--- config.mk ---
export PLATFORM = sky130hd
export DESIGN_NAME = ld_cell_cond_flat
export DESIGN_NICKNAME = d
export VERILOG_FILES = /design/src/rtl/ld_cell_pkg.sv /design/src/rtl/ld_cell_cond_if.sv /design/src/rtl/ld_avg4.sv /design/src/rtl/ld_cell_cond.sv /design/src/flat_wrapper.sv
export SDC_FILE = /design/constraint.sdc
export NUM_CORES = 1
export LEC_CHECK = 0
export ABC_AREA = 1
export BUFFER_PORTS_ARGS = -buffer_cell sky130_fd_sc_hd__buf_4
export CORE_MARGIN = 10
export CORE_UTILIZATION = 40
export CTS_CLUSTER_DIAMETER = 200
export DETAILED_ROUTE_END_ITERATION = 10
export PLACE_DENSITY = 0.61
export SYNTH_ARGS = -nofsm -noshare
export SYNTH_HDL_FRONTEND = slang
export SYNTH_SLANG_ARGS = --single-unit
--- constraint.sdc ---
create_clock -name clk -period 3.85 [get_ports clk]
set_clock_uncertainty 0.05 [all_clocks]
set_input_delay 0.385 -clock clk [delete_from_list [all_inputs] [get_ports clk]]
set_output_delay 0.385 -clock clk [all_outputs]
set_load 0.005 [all_outputs]
--- src/rtl/ld_cell_pkg.sv ---
// Shared definitions for the load-cell conditioner: channel codes, averaging depth,
// FSM state type and the tare/saturation helper.
package ld_cell_pkg;

  localparam logic [2:0]  LFT_CHNL  = 3'd0;
  localparam logic [2:0]  RGHT_CHNL = 3'd4;
  localparam int unsigned AVG_DEPTH = 4;
  localparam logic [2:0]  FILL_FULL = 3'(AVG_DEPTH);

  typedef enum logic [2:0] {
    StIdle,
    StStrtL,
    StWaitL,
    StStrtR,
    StWaitR,
    StUpdt
  } cond_state_t;

  // Subtract the tare and clamp the result into 0..2047.
  function automatic logic [11:0] sat_tare(input logic [11:0] avg, input logic [11:0] tare);
    logic signed [12:0] d;
    d = $signed({1'b0, avg}) - $signed({1'b0, tare});
    if (d < 13'sd0) begin
      return 12'h000;
    end else if (d > 13'sd2047) begin
      return 12'h7FF;
    end else begin
      return d[11:0];
    end
  endfunction

endpackage

--- src/rtl/ld_cell_cond_if.sv ---
// Conversion handshake between the load-cell conditioner (master) and the A2D block (slave).
interface ld_cell_cond_if;

  logic        strt_cnv;
  logic [2:0]  chnl;
  logic        cnv_cmplt;
  logic [11:0] res;

  modport master (
    output strt_cnv,
    output chnl,
    input  cnv_cmplt,
    input  res
  );

  modport slave (
    input  strt_cnv,
    input  chnl,
    output cnv_cmplt,
    output res
  );

endinterface

--- src/rtl/ld_avg4.sv ---
// Four-sample moving average for one load-cell channel: circular sample store plus a
// running sum that is corrected by the sample being overwritten.
module ld_avg4
  import ld_cell_pkg::*;
(
  input  logic        clk,
  input  logic        rst,
  input  logic        wr_en,
  input  logic [11:0] din,
  input  logic [1:0]  wptr,
  output logic [11:0] avg
);

  logic [11:0] smpl_q [AVG_DEPTH];
  logic [13:0] sum_q;
  logic [13:0] sum_d;

  always_comb begin
    sum_d = sum_q + 14'(din) - 14'(smpl_q[wptr]);
  end

  always_ff @(posedge clk) begin
    if (rst) begin
      for (int i = 0; i < AVG_DEPTH; i++) begin
        smpl_q[i] <= '0;
      end
      sum_q <= '0;
    end else if (wr_en) begin
      smpl_q[wptr] <= din;
      sum_q        <= sum_d;
    end
  end

  assign avg = sum_q[13:2];

endmodule

--- src/rtl/ld_cell_cond.sv ---
// Load-cell conditioner: schedules left/right A2D conversions each interval, averages
// four pairs per channel and presents tared, saturated loads with a ready pulse.
module ld_cell_cond
  import ld_cell_pkg::*;
#(
  parameter logic [19:0] SMPL_INTVL = 20'd1_000_000,
  parameter bit          fast_sim   = 1'b0,
  parameter logic [15:0] TMO_CYC    = 16'd4096,
  parameter logic [11:0] TARE       = 12'h000
) (
  input  logic                clk,
  input  logic                rst,
  ld_cell_cond_if.master      a2d,
  output logic signed [11:0]  lft_ld,
  output logic signed [11:0]  rght_ld,
  output logic                ld_vld,
  output logic                a2d_err
);

  localparam logic [19:0] IntvlFast = ((SMPL_INTVL >> 10) < 20'd32) ? 20'd32
                                                                    : (SMPL_INTVL >> 10);
  localparam logic [19:0] IntvlN    = fast_sim ? IntvlFast : SMPL_INTVL;

  cond_state_t state_q, state_d;

  logic [19:0] intvl_q, intvl_d;
  logic        wrap;
  logic [15:0] tmo_q, tmo_d;
  logic        tmo_hit;
  logic        err_q, err_d;
  logic [11:0] lft_smp_q, lft_smp_d;
  logic [1:0]  wptr_q, wptr_d;
  logic [2:0]  fill_q, fill_d, fill_nxt;
  logic [11:0] lft_q, lft_d, rght_q, rght_d;
  logic        vld_q, vld_d;
  logic        avg_wr;
  logic        strt_cnv;
  logic [2:0]  chnl;
  logic [11:0] lft_avg, rght_avg;

  assign wrap    = (intvl_q == IntvlN - 20'd1);
  assign tmo_hit = (tmo_q == TMO_CYC - 16'd1);

  always_comb begin
    intvl_d = wrap ? 20'd0 : intvl_q + 20'd1;
  end

  // FSM next state and handshake outputs.
  always_comb begin
    state_d   = state_q;
    tmo_d     = tmo_q;
    err_d     = err_q;
    lft_smp_d = lft_smp_q;
    avg_wr    = 1'b0;
    strt_cnv  = 1'b0;
    chnl      = LFT_CHNL;
    unique case (state_q)
      StIdle: begin
        if (wrap) state_d = StStrtL;
      end
      StStrtL: begin
        strt_cnv = 1'b1;
        tmo_d    = '0;
        state_d  = StWaitL;
      end
      StWaitL: begin
        if (a2d.cnv_cmplt) begin
          lft_smp_d = a2d.res;
          state_d   = StStrtR;
        end else if (tmo_hit) begin
          err_d   = 1'b1;
          state_d = StIdle;
        end else begin
          tmo_d = tmo_q + 16'd1;
        end
      end
      StStrtR: begin
        strt_cnv = 1'b1;
        chnl     = RGHT_CHNL;
        tmo_d    = '0;
        state_d  = StWaitR;
      end
      StWaitR: begin
        chnl = RGHT_CHNL;
        // Both channels commit together so a timed-out pair leaves no trace.
        if (a2d.cnv_cmplt) begin
          avg_wr  = 1'b1;
          state_d = StUpdt;
        end else if (tmo_hit) begin
          err_d   = 1'b1;
          state_d = StIdle;
        end else begin
          tmo_d = tmo_q + 16'd1;
        end
      end
      StUpdt: begin
        state_d = StIdle;
      end
      default: begin
        state_d = StIdle;
      end
    endcase
  end

  // Output update: registered during StUpdt, held otherwise.
  always_comb begin
    fill_nxt = (fill_q == FILL_FULL) ? fill_q : fill_q + 3'd1;
    fill_d   = fill_q;
    wptr_d   = wptr_q;
    vld_d    = 1'b0;
    lft_d    = lft_q;
    rght_d   = rght_q;
    if (state_q == StUpdt) begin
      fill_d = fill_nxt;
      wptr_d = wptr_q + 2'd1;
      if (fill_nxt == FILL_FULL) begin
        vld_d  = 1'b1;
        lft_d  = sat_tare(lft_avg, TARE);
        rght_d = sat_tare(rght_avg, TARE);
      end
    end
  end

  always_ff @(posedge clk) begin
    if (rst) begin
      state_q   <= StIdle;
      intvl_q   <= '0;
      tmo_q     <= '0;
      err_q     <= 1'b0;
      lft_smp_q <= '0;
      wptr_q    <= '0;
      fill_q    <= '0;
      lft_q     <= '0;
      rght_q    <= '0;
      vld_q     <= 1'b0;
    end else begin
      state_q   <= state_d;
      intvl_q   <= intvl_d;
      tmo_q     <= tmo_d;
      err_q     <= err_d;
      lft_smp_q <= lft_smp_d;
      wptr_q    <= wptr_d;
      fill_q    <= fill_d;
      lft_q     <= lft_d;
      rght_q    <= rght_d;
      vld_q     <= vld_d;
    end
  end

  ld_avg4 u_avg_lft (
    .clk   (clk),
    .rst   (rst),
    .wr_en (avg_wr),
    .din   (lft_smp_q),
    .wptr  (wptr_q),
    .avg   (lft_avg)
  );

  ld_avg4 u_avg_rght (
    .clk   (clk),
    .rst   (rst),
    .wr_en (avg_wr),
    .din   (a2d.res),
    .wptr  (wptr_q),
    .avg   (rght_avg)
  );

  assign a2d.strt_cnv = strt_cnv;
  assign a2d.chnl     = chnl;
  assign lft_ld       = lft_q;
  assign rght_ld      = rght_q;
  assign ld_vld       = vld_q;
  assign a2d_err      = err_q;

endmodule
--- src/flat_wrapper.sv ---
// flat-port wrapper written by rule: the top's interface ports become plain ports
module ld_cell_cond_flat import ld_cell_pkg::*;
#(
  parameter logic [19:0] SMPL_INTVL = 20'd1_000_000,
  parameter bit          fast_sim   = 1'b0,
  parameter logic [15:0] TMO_CYC    = 16'd4096,
  parameter logic [11:0] TARE       = 12'h000
)
  (clk, rst, lft_ld, rght_ld, ld_vld, a2d_err, a2d_strt_cnv, a2d_chnl, a2d_cnv_cmplt, a2d_res);
  ld_cell_cond_if a2d_i ();
  input  logic clk;
  input  logic rst;
  output logic signed [11:0] lft_ld;
  output logic signed [11:0] rght_ld;
  output logic ld_vld;
  output logic a2d_err;
  output wire logic [$bits(a2d_i.strt_cnv)-1:0] a2d_strt_cnv;
  output wire logic [$bits(a2d_i.chnl)-1:0] a2d_chnl;
  input wire logic [$bits(a2d_i.cnv_cmplt)-1:0] a2d_cnv_cmplt;
  input wire logic [$bits(a2d_i.res)-1:0] a2d_res;
  assign a2d_strt_cnv = a2d_i.strt_cnv;
  assign a2d_chnl = a2d_i.chnl;
  assign a2d_i.cnv_cmplt = a2d_cnv_cmplt;
  assign a2d_i.res = a2d_res;
  ld_cell_cond #(.SMPL_INTVL(SMPL_INTVL), .fast_sim(fast_sim), .TMO_CYC(TMO_CYC), .TARE(TARE)) u_core (.clk(clk), .rst(rst), .a2d(a2d_i), .lft_ld(lft_ld), .rght_ld(rght_ld), .ld_vld(ld_vld), .a2d_err(a2d_err));
endmodule
==> results of run 1 <==
cells in the final DEF (no fill, tap or decap), drive strengths merged:
cell,instances
nor2,269
edfxtp,96
inv,207
or2,2
o21bai,5
nor4,1
fa,24
nand2,221
conb,2
a21oi,85
a22o,1
xnor2,11
nor3,20
dfxtp,112
ha,34
nand4,16
clkinv,8
o31ai,1
clkbuf,35
a21o,2
o211ai,1
nand3b,5
a31oi,1
and2,2
nor3b,1
o22ai,34
xor2,11
and3,2
o21ai,111
buf,56
nand3,60
report_power, final:
part / internal (mW) / leakage (nW) / switching (mW)
registers: 2.34 / 1.89 / 0.0101
clock network: 1.24 / 0.364 / 0.896
logic: 0.100 / 2.83 / 0.210
worst paths after layout:
| kind | startpoint | end | depth (start not counted) |
|---|---|---|---|
| setup / recovery | flip-flop | u_core.u_avg_rght.sum_q[8] | 11 |
| hold / removal | rst | u_core.state_q[1] | 2 |
| setup reg to reg | flip-flop | u_core.u_avg_rght.sum_q[8] | 11 |
| hold reg to reg | u_core.intvl_q[0] | u_core.intvl_q[0] | 1 |
cells by family after synthesis:
| kind of cell | share of synthesized area [%] |
|---|---|
| and+or+nand+nor | 23.8 |
| xor gates and xnor gates | 1.72 |
| buffers and inverters | 9.11 |
| DFF | 45.7 |
| adders and majority gates | 8.08 |
| AOI/OAI and AO/OA | 11.5 |
| other | 0.0334 |
registers in the layout, summed over array words and instances, names as in the netlist, 14 cells and up, named ones only:
register                  count
u_core.intvl_q               20
u_core.tmo_q                 16
u_core.u_avg_lft.smpl_q      48
u_core.u_avg_lft.sum_q       14
u_core.u_avg_rght.smpl_q     48
u_core.u_avg_rght.sum_q      14
routing by layer:
| metal | up-vias | track usage (%) | routed length (µm) |
|---|---|---|---|
| li1 | 4561 | - | - |
| met1 | 4268 | 20.1 | 12400 |
| met2 | 192 | 27.5 | 13400 |
| met3 | 55 | 2.13 | 1300 |
| met4 | 0 | 4.86 | 829 |
| met5 | - | 0 | 0 |
through the flow:
step / hold slack [ns] / utilization (%) / setup slack, ns / total power, mW
2_1_floorplan: 0.368 / - / 0.682 / 2.62
3_3_place_gp: 0.377 / 42.9 / 0.765 / 2.70
3_5_place_dp: 0.389 / 42.9 / 0.728 / 2.71
4_1_cts: 0.155 / 45.6 / 0.715 / 4.84
5_1_grt: 0.178 / 45.6 / 0.429 / 4.98
6_report: 0.163 / 45.6 / 0.666 / 4.80
layout make-up:
| cell class | instances | area (µm²) |
|---|---|---|
| Multi-Input combinational cell | 922 | 5090 |
| Fill cell | 2730 | 15100 |
| Clock inverter | 6 | 36.3 |
| Clock buffer | 35 | 692 |
| Sequential cell | 208 | 5120 |
| Timing Repair Buffer | 56 | 420 |
| Tap cell | 378 | 473 |
| Inverter | 209 | 788 |
critical path: stages, from the launching register on:
cell and delay, ns:
dfxtp_1 0.31, inv_1 0.51, o21ai_0 0.19, o22ai_1 0.30
fa_1 0.48, inv_1 0.08, ha_1 0.29, a21oi_1 0.23
nand2_1 0.10, a21oi_1 0.17, xor2_1 0.22, o21ai_0 0.10
==> reports/metrics.cfg, run 1 <==
[synth]
postSynthCellCount=1381
seq_area_frac_synth_pct=45.7
synth_seq_cells=208
async_reset_ff_share_pct=0
synth_commonest_cells=nor2_1 (242), nand2_1 (210), inv_1 (203), dfxtp_1 (112), o21ai_0 (110)
synth_area_leaders=edfxtp_1 (26%), dfxtp_1 (20%), nor2_1 (8.1%)
syn_avg_cell_area_um2=8.12
yosysWarnings=0
synth_edf_count=96
syn_area_um2=11200
synth_cell_types=45
synth-main-ff-cell=dfxtp_1
synth_top_area_share_pct=25.7
yosysTopAreaCell=edfxtp_1
synth.most_common_cell=nor2_1

[die]
start_util_pct=40.5
die_w_um=187
fp-row-count=61
dieArea_um2=35100
core_area_um2=27700
dieHeight_um=187
io_pins=45

[clock_tree]
cts.sink_count=208
clkLatencyLatePin_ns=0.51
cts_buffers=23
htreeDepth=1
post_cts_buffers=0
cts_hold_buf=0
cts_root_buffer=clkbuf_16
cts_resized=0
cts_tree=yes
clockBufferDepth=3
clkSlewWorstSetupHoldPaths_ns=0.06

[sta]
hold_viol_final=0
drv_slew=0
post-route-period-util_pct=82.7
rsz0062_at_grt=no
final.setup.tns_ns=0
worst_pin_slew_ns=0.857
layout_min_cycle_time_ns=3.18
worst_slew_margin_rel_pct=42.9
setup_viol=0
fmax_ghz=0.314

[placement]
dpl_cell_area_um2=11900
dpl.cell_count=1773
dp.final_hpwl_um=19100
io_buffer_count=42
gp_congestion=0.880

[route]
ant_nets=0
firstDrtPassIters=5
drt_iter0_drc=600
drt_wl_total_um=28000
routedWlPerCell_um=15.4
route.detailed.drc=0
vias=9076
routed_via_density=5.00

[grt]
overflow=0
grt_pass1_vias=9257
grt_start_max_net_pins=49
grt_usage_pct=15.9
antenna_found_initial=0
grt_pass1_wl_um=46400

[outcome]
status=finished clean

[finish]
final_cells=1814
fin_nets=1493
finalInstanceArea_um2=12600
num_antenna_cells=0
drive_gt1_share_pct=9.82
area_delta_synth_final_pct=12.6

[critical_path]
arrival_ns=3.49
critPathCaptureType=flip-flop
crit_type=flip-flop to flip-flop
required_ns=4.15
critPathLaunchType=flip-flop
path_max_fanout=19
r2r_slack_ns=0.67

[pwr]
powerDensity_nw_per_um2=380
p_leak_nw=5.08
peakVddDrop_v=0.000295

[run]
maxCapViolCount=0

[min_path]
hold_path.class=input port to flip-flop

Power figures use the tool's default switching activity.
==> inputs of run 2 (changes only) <==
- clock period: 3.85 -> 3.2 ns (I/O delays scaled with it)
==> reports/metrics.cfg, run 2 (synthesized netlist as in run 1, its figures left out) <==
[sta]
final.setup.tns_ns=0  ; unchanged
drv_slew=0  ; unchanged
post-route-period-util_pct=92.0  ; was 82.7%
setup_viol=0  ; unchanged
fmax_ghz=0.340  ; was 0.314 GHz
worst_slew_margin_rel_pct=39.7  ; was 42.9%
worst_pin_slew_ns=0.904  ; was 0.857 ns
layout_min_cycle_time_ns=2.94  ; was 3.18 ns
rsz0062_at_grt=no  ; unchanged
hold_viol_final=0  ; unchanged

[die]
io_pins=45  ; unchanged
dieArea_um2=35100  ; unchanged
start_util_pct=40.5  ; unchanged
core_area_um2=27700  ; unchanged
fp-row-count=61  ; unchanged
die_w_um=187  ; unchanged
dieHeight_um=187  ; unchanged

[finish]
drive_gt1_share_pct=10.2  ; was 9.82%
num-fill-cells=2724  ; was 2,730
final_common_cell=nor2_1  ; unchanged
multi_input_area_um2=5090  ; unchanged
layout_common_cells=nor2_1 (242), nand2_1 (210), inv_1 (203), dfxtp_1 (112), o21ai_0 (108)  ; unchanged
area_delta_synth_final_pct=13.6  ; was 12.6%
reg.largest.list=u_core.u_avg_lft.smpl_q x48, u_core.u_avg_rght.smpl_q x48, u_core.intvl_q x20  ; unchanged
seqCellArea_um2=5120  ; unchanged
fin_nets=1499  ; was 1,493
num_antenna_cells=0  ; unchanged

[route]
routedWlPerCell_um=15.8  ; was 15.4 µm
vias=9099  ; was 9,076
route.detailed.drc=0  ; unchanged
drt_wl_total_um=28900  ; was 28,000 µm
firstDrtPassIters=5  ; unchanged
routed_via_density=4.99  ; was 5.00
ant_nets=0  ; unchanged
drt_iter0_drc=641  ; was 600

[grt]
grt_pass1_vias=9016  ; was 9,257
grt_usage_pct=16.0  ; was 15.9%
grt_pass1_wl_um=46400  ; about the same
overflow=0  ; unchanged
antenna_found_initial=0  ; unchanged
grt_start_max_net_pins=49  ; unchanged

[clock_tree]
cts_tree=yes  ; unchanged
cts_hold_buf=0  ; unchanged
cts_resized=0  ; unchanged
clockBufferDepth=3  ; unchanged
clkSlewWorstSetupHoldPaths_ns=0.06  ; about the same
post_cts_buffers=0  ; unchanged
clkLatencyLatePin_ns=0.52  ; was 0.51 ns
htreeDepth=1  ; unchanged
cts.sink_count=208  ; unchanged
cts_root_buffer=clkbuf_16  ; unchanged
cts_buffers=24  ; was 23

[critical_path]
critPathCaptureType=flip-flop  ; unchanged
required_ns=3.52  ; was 4.15 ns
worstReg2RegEnd=u_core.u_avg_lft.sum_q[6]  ; was u_core.u_avg_rght.sum_q[8]
arrival_ns=3.27  ; was 3.49 ns
critPathLaunchType=flip-flop  ; unchanged
r2r_slack_ns=0.26  ; was 0.67 ns
ff2ff_path_depth=12  ; was 11
path_max_fanout=48  ; was 19
crit_type=flip-flop to flip-flop  ; unchanged

[min_path]
hold_depth=2  ; unchanged
hp-start=rst  ; unchanged
hold_path.class=input port to flip-flop  ; unchanged
hold_end=u_core.tmo_q[9]  ; was u_core.state_q[1]

[run]
maxCapViolCount=0  ; unchanged

[placement]
gp_congestion=0.873  ; was 0.880
io_buffer_count=42  ; unchanged
dp.final_hpwl_um=20200  ; was 19,100 µm

[pwr]
powerDensity_nw_per_um2=464  ; was 380 nW/µm²
p_leak_nw=5.13  ; was 5.08 nW
total_power_mw=5.90  ; was 4.80 mW
peakVddDrop_v=0.000310  ; was 0.000295 V

[outcome]
status=finished clean  ; unchanged

-- run 2: cell count changes in the layout (fill, tap and decap cells not counted), sizes merged --
cell | previous run | this run
clkinv | 8 | 11
inv | 207 | 206
clkbuf | 35 | 34
bufinv | 0 | 1
clkinvlp | 0 | 1
buf | 56 | 61
-- run 2: routing by layer --
metal | part of all wire [%] | track usage (%)
met1 | 43 | 19.8
met2 | 49 | 28.1
met3 | 5.3 | 2.33
met4 | 2.8 | 4.74
met5 | 0 | 0
-- run 2: area by class of cell --
class / instances / share of cell area (%)
clock inverters: 10 / 0.580
inverters: 209 / 6.19
repair buffers: 61 / 3.79
well taps: 378 / 3.71
multi-input cells: 922 / 40.0
flip-flops and latches: 208 / 40.2
clock buffers: 34 / 5.49
-- run 2: critical path, cell delays in order (launching register included) --
cell and delay (ns):
dfxtp_1 0.39, inv_1 0.09, buf_12 0.18, o21ai_0 0.21, o22ai_1 0.14, fa_1 0.50
inv_1 0.04, ha_1 0.35, a21oi_1 0.22, nand2_1 0.15, a21oi_1 0.20, xor2_1 0.16
o21ai_0 0.08
-- run 2: how the worst max path moves through the flow --
stage,end,slack (ns)
after floorplan,u_core.u_avg_lft.smpl_q[3][0],0.03
after global placement,u_core.u_avg_lft.sum_q[6],0.34
after detailed placement,u_core.u_avg_lft.sum_q[6],0.27
after CTS,u_core.u_avg_lft.sum_q[6],0.26
after global routing,u_core.u_avg_lft.sum_q[9],0.04
final,u_core.u_avg_lft.sum_q[6],0.26
-- run 2: report_power, final --
part / leakage [nW] / switching (mW) / internal (mW) / total, mW
clock: 0.381 / 1.10 / 1.60 / 2.70
combinational: 2.86 / 0.251 / 0.122 / 0.372
sequential: 1.89 / 0.0149 / 2.82 / 2.83
-- run 2: stage by stage --
step                      hold WS (ns)  cells  setup slack (ns)  area (µm²)  util (%)
after CTS                       0.0829   1822             0.263       12700      46.0
after detailed placement         0.385   1778             0.268       12000      43.2
after global placement           0.378   1778             0.343       12000      43.2
after global routing             0.113   1822            0.0447       12700      46.0
final                           0.0936   1822             0.257       12700      46.0
after floorplan                  0.368   1382            0.0323       11200         -
